**src/rtl/mem_arbiter.sv**
```systemverilog
// Round-robin arbiter sharing one single-port word memory between the fetch (I)
// and load/store (D) requesters. One access per three cycles; acks and read data are registered.
module mem_arbiter #(
  parameter int WORD_SIZE = 32,
  parameter int ADDR_W    = 8
) (
  input  logic                 clk,
  input  logic                 rst_n,
  input  logic                 i_req,
  input  logic [ADDR_W-1:0]    i_addr,
  output logic                 i_ack,
  output logic [WORD_SIZE-1:0] i_rdata,
  input  logic                 d_req,
  input  logic                 d_we,
  input  logic [ADDR_W-1:0]    d_addr,
  input  logic [WORD_SIZE-1:0] d_wdata,
  output logic                 d_ack,
  output logic [WORD_SIZE-1:0] d_rdata,
  output logic [ADDR_W-1:0]    mem_addr,
  output logic                 mem_write,
  output logic [WORD_SIZE-1:0] mem_data_in,
  input  logic [WORD_SIZE-1:0] mem_data_out,
  output logic                 busy
);

  typedef enum logic [1:0] {IDLE, ACC_I, ACC_D, RESP} state_t;

  state_t                 state_q, state_d;
  logic                   last_d_q, last_d_d;   // 1: D held the most recent grant
  logic [ADDR_W-1:0]      addr_q, addr_d;
  logic [WORD_SIZE-1:0]   wdata_q, wdata_d;
  logic                   we_q, we_d;
  logic                   i_ack_q, i_ack_d, d_ack_q, d_ack_d;
  logic [WORD_SIZE-1:0]   i_rdata_q, i_rdata_d, d_rdata_q, d_rdata_d;
  logic                   grant_i, grant_d;

  // I wins when alone or when D was served last; D takes whatever I does not.
  assign grant_i = i_req && (!d_req || last_d_q);
  assign grant_d = d_req && !grant_i;

  always_comb begin
    state_d   = state_q;
    last_d_d  = last_d_q;
    addr_d    = addr_q;
    wdata_d   = wdata_q;
    we_d      = we_q;
    i_rdata_d = i_rdata_q;
    d_rdata_d = d_rdata_q;
    i_ack_d   = 1'b0;
    d_ack_d   = 1'b0;
    unique case (state_q)
      IDLE: begin
        if (grant_i) begin
          addr_d   = i_addr;
          last_d_d = 1'b0;
          state_d  = ACC_I;
        end else if (grant_d) begin
          addr_d   = d_addr;
          we_d     = d_we;
          wdata_d  = d_wdata;
          last_d_d = 1'b1;
          state_d  = ACC_D;
        end
      end
      ACC_I: begin
        i_rdata_d = mem_data_out;
        i_ack_d   = 1'b1;
        state_d   = RESP;
      end
      ACC_D: begin
        if (!we_q) d_rdata_d = mem_data_out;
        d_ack_d = 1'b1;
        state_d = RESP;
      end
      RESP:    state_d = IDLE;
      default: state_d = IDLE;
    endcase
  end

  always_ff @(posedge clk or negedge rst_n) begin
    if (!rst_n) begin
      state_q   <= IDLE;
      last_d_q  <= 1'b1;
      addr_q    <= '0;
      wdata_q   <= '0;
      we_q      <= 1'b0;
      i_ack_q   <= 1'b0;
      d_ack_q   <= 1'b0;
      i_rdata_q <= '0;
      d_rdata_q <= '0;
    end else begin
      state_q   <= state_d;
      last_d_q  <= last_d_d;
      addr_q    <= addr_d;
      wdata_q   <= wdata_d;
      we_q      <= we_d;
      i_ack_q   <= i_ack_d;
      d_ack_q   <= d_ack_d;
      i_rdata_q <= i_rdata_d;
      d_rdata_q <= d_rdata_d;
    end
  end

  // Write enable decodes from state so a reset during ACC_D kills it immediately.
  assign mem_write   = (state_q == ACC_D) && we_q;
  assign mem_addr    = addr_q;
  assign mem_data_in = wdata_q;
  assign busy        = (state_q != IDLE);
  assign i_ack       = i_ack_q;
  assign d_ack       = d_ack_q;
  assign i_rdata     = i_rdata_q;
  assign d_rdata     = d_rdata_q;

endmodule

```
**config.mk**
```make
export PLATFORM = sky130hd
export DESIGN_NAME = mem_arbiter
export DESIGN_NICKNAME = d
export VERILOG_FILES = /design/src/rtl/mem_arbiter.sv
export SDC_FILE = /design/constraint.sdc
export NUM_CORES = 1
export LEC_CHECK = 0
export CELL_PAD_IN_SITES_DETAIL_PLACEMENT = 0
export CELL_PAD_IN_SITES_GLOBAL_PLACEMENT = 1
export CORE_MARGIN = 5
export CORE_UTILIZATION = 29
export DETAILED_ROUTE_END_ITERATION = 16
export HOLD_SLACK_MARGIN = 0.1
export PLACE_DENSITY_LB_ADDON = 0.12
export SLEW_MARGIN = 5
export SYNTH_ARGS = -nofsm -noshare
export SYNTH_HDL_FRONTEND = slang
export SYNTH_SLANG_ARGS = --single-unit
```
**constraint.sdc**
```tcl
create_clock -name clk -period 1.46 [get_ports clk]
set_input_delay 0.292 -clock clk [delete_from_list [all_inputs] [get_ports clk]]
set_output_delay 0.292 -clock clk [all_outputs]
set_load 0.01 [all_outputs]
```
==> results.yml <==
run_status:
  outcome: "finished, violations left"
  failing_checks: "setup timing"
route:
  drtIter0Drc: 96
  detail_route.drc_violations: 0
  drt_first_pass_iters: 4
  vias: 3097
  avgRoutedWirePerCell_um: 17.30
  post_drt_via_cell_ratio: 4.501
  totalWireLength_um: 11900
  antenna_violating_nets_post_route: 0
sta:
  finClkSkew_ns: 0.007741
  slew_headroom_pct: 72.63
  grt_setup_unrepaired: "yes"
  final_critical_path_setup_slack_ns: -0.1642
  fin_hold_ws_ns: 0.4236
  max_freq_mhz: 615.7
  timing_hold_violations_final: 0
  number_of_setup_violations_in_the_final_report: 67
  final_min_period_over_clock_period_pct: 111.2
  tightest_slew_ns: 0.4106
  finalCriticalPeriod_ns: 1.624
  timing_max_transition_violations_final: 0
setup_path:
  worst_r2r_startpoint: "state_q[0]$_DFFE_PN0P_"
  cp-end-kind: "flip-flop"
  worst_r2r_endpoint: "we_q$_DFFE_PN0P_"
  timing.setup.critical_path_class: "reg2reg"
  worst_r2r_path_depth: 7
  worstPathArrival_ns: 1.86
  rrSetupSlack_ns: -0.16
  cp-start-kind: "flip-flop"
  cp.required_ns: 1.69
  path_max_fanout: 7
synthesis:
  largest_family_of_logic_cells_by_synthesized_area: "multiplexers"
  post_synth_fa_ha_maj_area_fraction_pct: 0.8818
  postSynthRegisterBits: 110
  ys_seq_area_share_pct: 64.70
  yosys.area_share.xor_xnor_pct: 0
  synth_compound_gate_area_share_pct: 3.527
  synthesis.instances: 276
  synthesis.area_per_instance_um2: 15.42
  synth_simple_gate_area_share_pct: 2.499
  synth.distinct_cells: 25
  synth_area_um2: 4257
  mappedNetlistNets: 364
  post_synth_mux_area_share_pct: 25.66
  synthesis.yosys.warnings: 0
global_route:
  antenna_found_initial: 0
  grt_start_max_net_pins: 29
  track_usage_pct: 13.67
  grt_first_pass_wirelength_um: 19040
  globalRouteOverflowTotal: 0
  grt_pass1_vias: 3450
finish:
  fill_cells: 1309
  areaGrowthSynthToFinish_pct: 67.23
  fraction_of_layout_instances_using_a_drive_strength_above_1_pct: 30.95
  number_of_nets_at_the_end_of_the_flow: 587
  fin_area_um2: 7118
  post_layout_nonfiller_instances: 688
  n_antenna_cell: 0
cts:
  cts.sink_count: 110
  clock_insertion_delay_worst_skew_ns: 0.35
  maximum_level_of_the_cts_h_tree: 3
  cts_max_path_buffers: 2
  clockRootBuffer: "sky130_fd_sc_hd__clkbuf_16"
  tritoncts: "done"
  path_clk_slew_ns: 0.07
  numCtsBuffers: 9
floorplanning:
  row_count: 44
  io-pin-count: 193
  initial_util_pct: 29.40
  floorplan.die.width_um: 131.2
  fp.dieArea_um2: 17200
  die_height_um: 131.2
  core-area_um2: 14480
place:
  replace_congestion: 0.7113
  place_inst: 661
  dp_hpwl_um: 8488
  placement_cell_area_um2: 6621
  port_buffers: 192
pwr:
  vdd_ir_drop_max_mv: 0.9095
  p_leak_uw: 0.003186
  pwr-share-comb_pct: 47.6
  p_per_area_nw_per_um2: 2167
  switching_share_pct: 31.63
  share_of_power_burned_in_registers_pct: 35.2
  internal_power_uw: 10550
  clockPowerShare_pct: 17.2
  net-switching-power_uw: 4879
worst_hold_path:
  hold_class: "in2async"
flow_run:
  maxCapViolCount: 0
[layout make-up]
cell class | count | area (um^2) | area share [%]
timing repair buffer | 227 | 2273 | 31.94
sequential | 110 | 2754 | 38.69
clock buffer | 11 | 242.7 | 3.410
multi-input combinational | 146 | 1515 | 21.29
tap | 184 | 230.2 | 3.234
clock inverter | 5 | 81.33 | 1.143
inverter | 5 | 21.27 | 0.2988
[registers in the layout, summed over array words and instances (netlist names)]
name	cells
state_q	2
d_rdata	32
d_ack	1
mem_data_in	32
we_q	1
last_d_q	1
i_ack	1
mem_addr	8
i_rdata	32
[routing by layer]
metal	up-vias	global-route usage, %	part of all wire [%]
li1	1422	-	-
met1	1534	16.65	43
met2	133	21.44	46
met3	8	7.492	9.9
met4	0	2.887	0.77
met5	-	0	0
[cells in the final DEF, fill, tap and decap left out, types with 2 or more instances in the layout]
master,netlist,final
sky130_fd_sc_hd__dfrtp_1,109,109
sky130_fd_sc_hd__dlygate4sd2_1,0,106
sky130_fd_sc_hd__clkdlybuf4s50_1,0,83
sky130_fd_sc_hd__mux2_2,92,72
sky130_fd_sc_hd__mux2_4,0,21
sky130_fd_sc_hd__buf_4,3,16
sky130_fd_sc_hd__clkbuf_16,0,11
sky130_fd_sc_hd__buf_12,0,11
sky130_fd_sc_hd__nor2_1,10,10
sky130_fd_sc_hd__o21ai_0,8,8
sky130_fd_sc_hd__nand3_1,8,8
sky130_fd_sc_hd__a31oi_1,8,8
sky130_fd_sc_hd__buf_6,3,5
sky130_fd_sc_hd__mux2_1,5,4
sky130_fd_sc_hd__ha_4,0,3
sky130_fd_sc_hd__inv_2,0,2
sky130_fd_sc_hd__inv_1,5,2
sky130_fd_sc_hd__bufinv_16,0,2
sky130_fd_sc_hd__buf_8,0,2
[synthesized netlist by cell type]
cell | instances | share of area [%]
sky130_fd_sc_hd__a21oi_1 | 1 | 0.12
sky130_fd_sc_hd__mux2_1 | 5 | 1.3
sky130_fd_sc_hd__o21a_1 | 1 | 0.18
sky130_fd_sc_hd__dfrtp_1 | 109 | 64
sky130_fd_sc_hd__inv_1 | 5 | 0.44
sky130_fd_sc_hd__buf_2 | 6 | 0.71
sky130_fd_sc_hd__ha_1 | 3 | 0.88
sky130_fd_sc_hd__a2bb2oi_1 | 1 | 0.21
sky130_fd_sc_hd__buf_4 | 3 | 0.53
sky130_fd_sc_hd__dfstp_2 | 1 | 0.62
sky130_fd_sc_hd__mux2_2 | 92 | 24
sky130_fd_sc_hd__a21o_1 | 1 | 0.18
sky130_fd_sc_hd__nand2b_1 | 2 | 0.29
sky130_fd_sc_hd__clkbuf_1 | 3 | 0.26
sky130_fd_sc_hd__nand3_1 | 8 | 0.94
sky130_fd_sc_hd__o21bai_1 | 1 | 0.18
sky130_fd_sc_hd__a211oi_1 | 1 | 0.18
sky130_fd_sc_hd__nor2_1 | 10 | 0.88
sky130_fd_sc_hd__a31oi_1 | 8 | 1.2
sky130_fd_sc_hd__a21oi_4 | 1 | 0.38
sky130_fd_sc_hd__nor2b_1 | 1 | 0.15
sky130_fd_sc_hd__o21ai_0 | 8 | 0.94
sky130_fd_sc_hd__nand2_1 | 1 | 0.088
sky130_fd_sc_hd__and2_1 | 1 | 0.15
sky130_fd_sc_hd__buf_6 | 3 | 0.79
[kinds of logic (layout without fill, tap and decap cells)]
family          count (synthesis)  count (layout)
simple gates                   23              23
mux                            97              97
flops                         110             110
buf+inv                        20             248
compound gates                 23              23
fa+ha+maj                       3               3
[metrics by stage]
stage / power [uW] / TNS [ns] / setup WS, ns / util, %
after detailed placement: 13260 / -10.35 / -0.2718 / 45.73
final: 15430 / -5.294 / -0.1642 / 49.16
after CTS: 15330 / -5.074 / -0.1391 / 48.02
after global placement: 13150 / -9.462 / -0.2366 / 45.73
after floorplan: 8791 / -1.224 / -0.03841 / -
after global routing: 16440 / -9.592 / -0.2117 / 49.16
[power groups by stage]
stage,logic [uW],registers (uW),clock network (uW)
4_1_cts,7140,5450,2740
2_1_floorplan,2630,6160,0
6_report,7350,5430,2650
5_1_grt,7940,5640,2860
3_5_place_dp,7720,5540,0
3_3_place_gp,7640,5510,0
[worst max-delay path: stages (launching register included)]
cell and delay [ns]:
sky130_fd_sc_hd__dfrtp_1 0.39, sky130_fd_sc_hd__inv_2 0.11, sky130_fd_sc_hd__ha_4 0.19, sky130_fd_sc_hd__nand2_4 0.06, sky130_fd_sc_hd__a21oi_4 0.13, sky130_fd_sc_hd__buf_12 0.14
sky130_fd_sc_hd__clkbuf_16 0.16, sky130_fd_sc_hd__mux2_2 0.33
[how the worst max path moves through the flow]
stage | slack [ns] | cells past startpoint | start | end
final | -0.16 | 7 | state_q[0]$_DFFE_PN0P_ | we_q$_DFFE_PN0P_
after global routing | -0.21 | 7 | state_q[0]$_DFFE_PN0P_ | mem_data_in[20]$_DFFE_PN0P_
after detailed placement | -0.27 | 5 | d_req | mem_data_in[21]$_DFFE_PN0P_
after global placement | -0.24 | 5 | d_req | mem_data_in[24]$_DFFE_PN0P_
after floorplan | -0.04 | 6 | state_q[1]$_DFFE_PN0P_ | mem_data_in[0]$_DFFE_PN0P_
after CTS | -0.14 | 6 | state_q[1]$_DFFE_PN0P_ | mem_data_in[21]$_DFFE_PN0P_
[what timing repair did]
action,CTS,global route
endpoints found under the hold margin,20,0
gates resized for setup,131,25
cloned,2,3
hold buffers,1,0
setup endpoints to repair,172,79
pin swaps,1,3
setup buffers,2,5
No activity file was read; power rests on OpenSTA's default activity.
